### config.mk
export PLATFORM = sky130hd
export DESIGN_NAME = serial_adder_ctrl
export DESIGN_NICKNAME = d
export VERILOG_FILES = /design/src/rtl/serial_adder_ctrl.sv
export SDC_FILE = /design/constraint.sdc
export NUM_CORES = 1
export LEC_CHECK = 0
export CAP_MARGIN = 20
export CORE_MARGIN = 5
export CORE_UTILIZATION = 30
export DETAILED_ROUTE_END_ITERATION = 7
export PLACE_DENSITY = 0.53
export SLEW_MARGIN = 30
export SYNTH_ARGS = -nofsm -noshare
export SYNTH_HDL_FRONTEND = slang
export SYNTH_SLANG_ARGS = --single-unit
### constraint.sdc
create_clock -name clk -period 4.4 [get_ports clk]
set_input_delay 0.88 -clock clk [delete_from_list [all_inputs] [get_ports clk]]
set_output_delay 0.88 -clock clk [all_outputs]
set_load 0.02 [all_outputs]
### src/rtl/serial_adder_ctrl.sv
// Bit-serial add/subtract on one shared full-adder cell; done pulses WIDTH edges after the start edge.
// No backpressure: start is only sampled in IDLE and is dropped (never queued) while busy or done.

module serial_adder_fa (
    input  logic a,
    input  logic b,
    input  logic cin,
    output logic sum,
    output logic cout
);

    assign sum  = a ^ b ^ cin;
    assign cout = (a & b) | (cin & (a ^ b));

endmodule

module serial_adder_ctrl #(
    parameter int WIDTH = 8
) (
    input  logic             clk,
    input  logic             rst,
    input  logic             start,
    input  logic             sub,
    input  logic [WIDTH-1:0] a,
    input  logic [WIDTH-1:0] b,
    output logic             busy,
    output logic             done,
    output logic [WIDTH-1:0] result,
    output logic             cout,
    output logic             ovf
);

    localparam int CW = (WIDTH > 1) ? $clog2(WIDTH) : 1;

    typedef enum logic [1:0] {
        IDLE = 2'b00,
        RUN  = 2'b01,
        DONE = 2'b10
    } state_t;

    state_t           state;
    state_t           state_nxt;
    logic [WIDTH-1:0] sh_a;
    logic [WIDTH-1:0] sh_b;
    logic [WIDTH-1:0] res_q;
    logic             carry;
    logic             ovf_q;
    logic [CW-1:0]    cnt;
    logic             last_bit;
    logic             fa_sum;
    logic             fa_cout;

    assign last_bit = (cnt == CW'(WIDTH - 1));

    serial_adder_fa u_fa (
        .a    (sh_a[0]),
        .b    (sh_b[0]),
        .cin  (carry),
        .sum  (fa_sum),
        .cout (fa_cout)
    );

    always_ff @(posedge clk or posedge rst) begin
        if (rst) begin
            state <= IDLE;
        end else begin
            state <= state_nxt;
        end
    end

    always_comb begin
        state_nxt = state;
        case (state)
            IDLE:    if (start) state_nxt = RUN;
            RUN:     if (last_bit) state_nxt = DONE;
            DONE:    state_nxt = IDLE;
            default: state_nxt = IDLE;
        endcase
    end

    // Subtraction is a + ~b + 1: the +1 rides in on the initial carry.
    always_ff @(posedge clk or posedge rst) begin
        if (rst) begin
            sh_a  <= '0;
            sh_b  <= '0;
            res_q <= '0;
            carry <= 1'b0;
            ovf_q <= 1'b0;
            cnt   <= '0;
        end else begin
            case (state)
                IDLE: begin
                    if (start) begin
                        sh_a  <= a;
                        sh_b  <= sub ? ~b : b;
                        carry <= sub;
                        cnt   <= '0;
                    end
                end
                RUN: begin
                    res_q <= {fa_sum, res_q[WIDTH-1:1]};
                    sh_a  <= sh_a >> 1;
                    sh_b  <= sh_b >> 1;
                    carry <= fa_cout;
                    if (last_bit) begin
                        // carry still holds the carry into the MSB here
                        ovf_q <= carry ^ fa_cout;
                    end else begin
                        cnt <= cnt + CW'(1);
                    end
                end
                default: begin
                end
            endcase
        end
    end

    assign busy   = (state == RUN);
    assign done   = (state == DONE);
    assign result = res_q;
    assign cout   = carry;
    assign ovf    = ovf_q;

endmodule

---- Word-level counts from Yosys, hierarchy flattened ----
Index checks and enable logic that the tools add are counted.
word-level totals
  register bits ........................... 31
  latch bits .............................. 0
  memory bits (writable) .................. 0
  ROM bits ................................ 0
  input port bits ......................... 20
  memories ................................ 0
cells by class
  add/subtract/negate cells ............... 1
  multipliers ............................. 0
  div/mod/pow operators ................... 0
  $lt $le $gt $ge ......................... 0
  eq/ne operators ......................... 6
  shifts and indexed selects .............. 0
  mux-type cells .......................... 13
  bitwise gates (word level) .............. 7
  reduce and logical (&&, ||, !) cells .... 6
operator list
  operator             count
  $pmux 8 s2           2
  $mux 8               3
  $not 8->8            1
  $mux 3               2
  $pmux 3 s2           1
  $reduce_and 2->1     3
  $mux 2               2
  $ne 2x2->1 const B   2
  $pmux 2 s2           1
  $add 3x1->3 const B  1
  $eq 3x3->1 const B   1
  $reduce_and 3->1     1
  $xor 1x1->1          3
  $and 1x1->1          2
  $eq 2x1->1 const B   1
  $eq 2x2->1 const B   1
  $logic_not 2->1      1
  $ne 2x1->1 const B   1
  $pmux 1 s2           1
  $reduce_bool 2->1    1
  $mux 1               1
  $or 1x1->1           1

---- Logic depth before layout (Yosys ltp) ----
  depth in word-level cells ............... 4
  mapped depth ............................ 5
  gate-level depth less buffers ........... 5

---- By module ----
A second synthesis with hierarchy kept.
unflattened totals
  cells, all modules ...................... 122
  area, all modules ....................... 1,519.0 µm²
modules (own cells, without submodules)
  module             times used  cells each  area an instance (µm²)
  serial_adder_ctrl  1           121         1,498.9
  serial_adder_fa    1           1           20.0

---- Least setup slack after synthesis ----
No wires, ideal clock.
  kind .................................... in2reg
  start ................................... input port start
  end ..................................... register sh_b[1]
  library setup time ...................... 126 ps
  data arrival time ....................... 1,929 ps
  data required time ...................... 4,274 ps
  path slack .............................. 2,345 ps
  cell stages on the path ................. 5
  path buffers ............................ 2
  cell sequence ........................... or3b_4 -> and2_1 -> buf_6 -> buf_6 -> a221o_1
between the ends
  longest elaborated chain between the ends .. 2
ends and longest elaborated chain
  element                     RTL line  RTL
  from (decl)                 22        input logic start,
  $ne 2x2->1 (no line)        -
  $reduce_and 2->1 (no line)  -
  to (signal assigned)        95        sh_b <= sub ? ~b : b;
  to (signal assigned)        103       sh_b <= sh_b >> 1;
  to (decl)                   44        logic [WIDTH-1:0] sh_b;
Every way passes these cells.
A chain may end at the register's enable or synchronous reset.

---- Worst setup path in the final report ----
  start ................................... register state[1]
  end ..................................... output port busy
between the ends
  longest elaborated chain between the ends .. 1
ends and longest elaborated chain
  element                 RTL line  RTL
  from (decl)             41        state_t state;
  from (signal assigned)  67        state <= state_nxt;
  $eq 2x1->1              118       assign busy = (state == RUN);
  to (decl)               26        output logic busy,
Every way passes these cells.

==> impl_metrics.env <==
export IMPL_first_pass_iters=4
export IMPL_dr_total_vias=1051
export IMPL_rsz0062_at_grt="no"
export IMPL_tns_ns=0
export IMPL_final_nets=180
export IMPL_ant_nets=0
export IMPL_grt_antenna_before_repair=0
export IMPL_final_cell_mix="dfrtp_1 (31), clkdlybuf4s50_1 (31), nand2_1 (24)"
export IMPL_io_pins=32
export IMPL_diodes=0
export IMPL_avgSynthCellArea_um2=11.0
export IMPL_min_path_type="reg2reg"
export IMPL_cp_max_fo=18
export IMPL_grt_max_degree=19
export IMPL_syn_inst=127
export IMPL_synthAdderAreaFrac=0.0321
export IMPL_netSwitchingPower_w=0.000481
export IMPL_drt_iter0_markers=66
export IMPL_required_ns=3.52
export IMPL_cts_tree="built"
export IMPL_worstSetupEndpointType="output pin"
export IMPL_synth_area_leader_cell="dfrtp_1"
export IMPL_clockBufferDepth=2
export IMPL_synth_seq_cells=31
export IMPL_combPwrFrac=0.410
export IMPL_drv_cap=0
export IMPL_yosys_area_share_simple=0.134
export IMPL_pwr_share_seq=0.400
export IMPL_arrival_ns=2.49
export IMPL_place_gp_congestion=0.704
export IMPL_syn_nets=150
export IMPL_final_max_slew_violation_count=0
export IMPL_cts_setup_buffers=0
export IMPL_chipHeight_um=78.3
export IMPL_ys_seq_area_frac=0.554
export IMPL_leakagePower_nw=0.798
export IMPL_dp_slack_ns=1.31
export IMPL_via_per_inst=5.00
export IMPL_path_clk_slew_ns=0.07
export IMPL_setup_viol=0
export IMPL_die_width_um=78.3
export IMPL_cts_root_buffer="clkbuf_8"
export IMPL_cp_start_kind="flip-flop"
export IMPL_htree_levels=2
export IMPL_finalCritPeriodShare=0.766
export IMPL_vdd_drop_max_v=0.000271
export IMPL_synth_compound_area_frac=0.170
export IMPL_power_density_nw_per_um2=706
export IMPL_clock_skew_ns=0.00869
export IMPL_dp_hpwl_um=2140
export IMPL_rows=24
export IMPL_p_clk_frac=0.190
export IMPL_fin_ws_ns=1.03
export IMPL_clock_sinks=31
export IMPL_n_fill_cell=426
export IMPL_max_freq_mhz=297
export IMPL_synth_top_area_frac=0.554
export IMPL_swShare=0.370
export IMPL_start_util=0.315
export IMPL_maxSlewHeadroom=0.579
export IMPL_area_growth_pct=31.2
export IMPL_syn_cell_area_um2=1400
export IMPL_cts_repair_resized=0
export IMPL_grt_pass1_vias=1065
export IMPL_synth_mux_area_frac=0.00804
export IMPL_synth_edf_count=0
export IMPL_wl_per_cell_um=14.1
export IMPL_synthXorXnorAreaFrac=0.0562
export IMPL_ys_warn_count=0
export IMPL_worst_slew_pin_slew_ns=0.631
export IMPL_ys_top_cells_by_area="dfrtp_1 (55%), nand2_1 (6.4%), xnor2_1 (5.6%), a221o_1 (5.0%), o2bb2ai_1 (5.0%)"
export IMPL_totalWireLength_um=2960
export IMPL_route_detailed_drc=0
export IMPL_hold_viol_final=0
export IMPL_critical_path_class="reg2out"
export IMPL_p_int_w=0.000817
export IMPL_cts_hold_buf=0
export IMPL_synth_top_family_by_area="compound AO/OA/AOI/OAI gates"
export IMPL_status="complete, no violations"
export IMPL_grt_overflow_total=0
export IMPL_clock_latency_ns=0.28
export IMPL_layout_drive_gt1_share=0.0759
export IMPL_cts_made_buffers=5
export IMPL_min_period_ns=3.37
export IMPL_grt_first_pass_wirelength_um=5080
export IMPL_track_usage=0.107
export IMPL_core_area_um2=4440
export IMPL_synthArstFlopShare=1.00
export IMPL_die_area_um2=6140
export IMPL_synth_main_ff_cell="dfrtp_1"
export IMPL_port_buffer_count=31
export IMPL_yosysUniqueCellTypes=25
[critical path, stage by stage (launching register included)]
cell and delay [ns]:
dfrtp_1 0.58, nand2b_1 0.41, clkinv_1 0.53, clkdlybuf4s50_1 0.69
[final cells by class]
class | instances | area (µm²) | share of cell area
Tap cell | 52 | 65.1 | 0.0354
Timing Repair Buffer | 32 | 318 | 0.173
Sequential cell | 31 | 776 | 0.422
Multi-Input combinational cell | 83 | 561 | 0.305
Clock buffer | 7 | 96.3 | 0.0524
Inverter | 4 | 15.0 | 0.00817
Clock inverter | 1 | 7.51 | 0.00408
[routing by layer]
layer | up-vias | part of all wire | global-route usage
li1 | 501 | - | -
met1 | 509 | 0.47 | 0.145
met2 | 33 | 0.45 | 0.153
met3 | 8 | 0.057 | 0.0332
met4 | 0 | 0.019 | 0.0524
met5 | - | 0 | 0
[synth_stat cells, types with 2 or more instances]
master	n
o2bb2ai_1	8
clkbuf_1	5
and2_1	2
dfrtp_1	31
ha_1	2
a22o_1	2
nor2_1	7
o21ai_0	2
inv_1	3
nand3_1	2
nand2_1	24
nor2b_1	3
a21oi_1	2
a22oi_1	8
a221o_1	7
buf_6	2
xnor2_1	9
[path summary, 6_finish.rpt]
kind	cells after the start	startpoint	to	slack, ns
min	2	result[0]$_DFFE_PP0N_	result[0]$_DFFE_PP0N_	0.48
max	3	state[1]$_DFFE_PP0P_	busy	1.03
min in group asynchronous	2	rst	cnt[0]$_DFFE_PP0P_	0.98
min reg2reg	2	result[0]$_DFFE_PP0N_	result[0]$_DFFE_PP0N_	0.48
max reg2reg	3	state[1]$_DFFE_PP0P_	sh_b[1]$_DFFE_PP0P_	2.27
max in group asynchronous	3	rst	state[1]$_DFFE_PP0P_	2.78
[metrics by stage]
step	hold slack, ns	power (W)	instance area [µm²]	std cells	util
after global placement	0.478	0.00104	1730	202	0.390
after floorplan	0.457	0.000893	1400	127	-
final	0.482	0.00130	1840	210	0.414
after CTS	0.489	0.00131	1840	210	0.414
after global routing	0.506	0.00140	1840	210	0.414
after detailed placement	0.472	0.00106	1730	202	0.390
[sequential cells by signal, summed over array words and instances (netlist names)]
name    cells
sh_b        8
ovf         1
cnt         3
sh_a        8
state       2
result      8
cout        1
[power groups by stage]
| stage | clock (W) | sequential [W] | combinational, W |
|---|---|---|---|
| CTS | 0.000254 | 0.000519 | 0.000538 |
| floorplan | 0 | 0.000536 | 0.000357 |
| global route | 0.000267 | 0.000537 | 0.000598 |
| finish | 0.000247 | 0.000519 | 0.000532 |
| global placement | 0 | 0.000518 | 0.000525 |
| detailed placement | 0 | 0.000521 | 0.000540 |
[cells by family after synthesis]
logic type	count (synthesis)
and+or+nand+nor	41
DFF	31
AOI/OAI and AO/OA	29
buffers and inverters	13
xor gates and xnor gates	9
adders and majority gates	3
muxes	1
(Power assumes the default switching activity.)
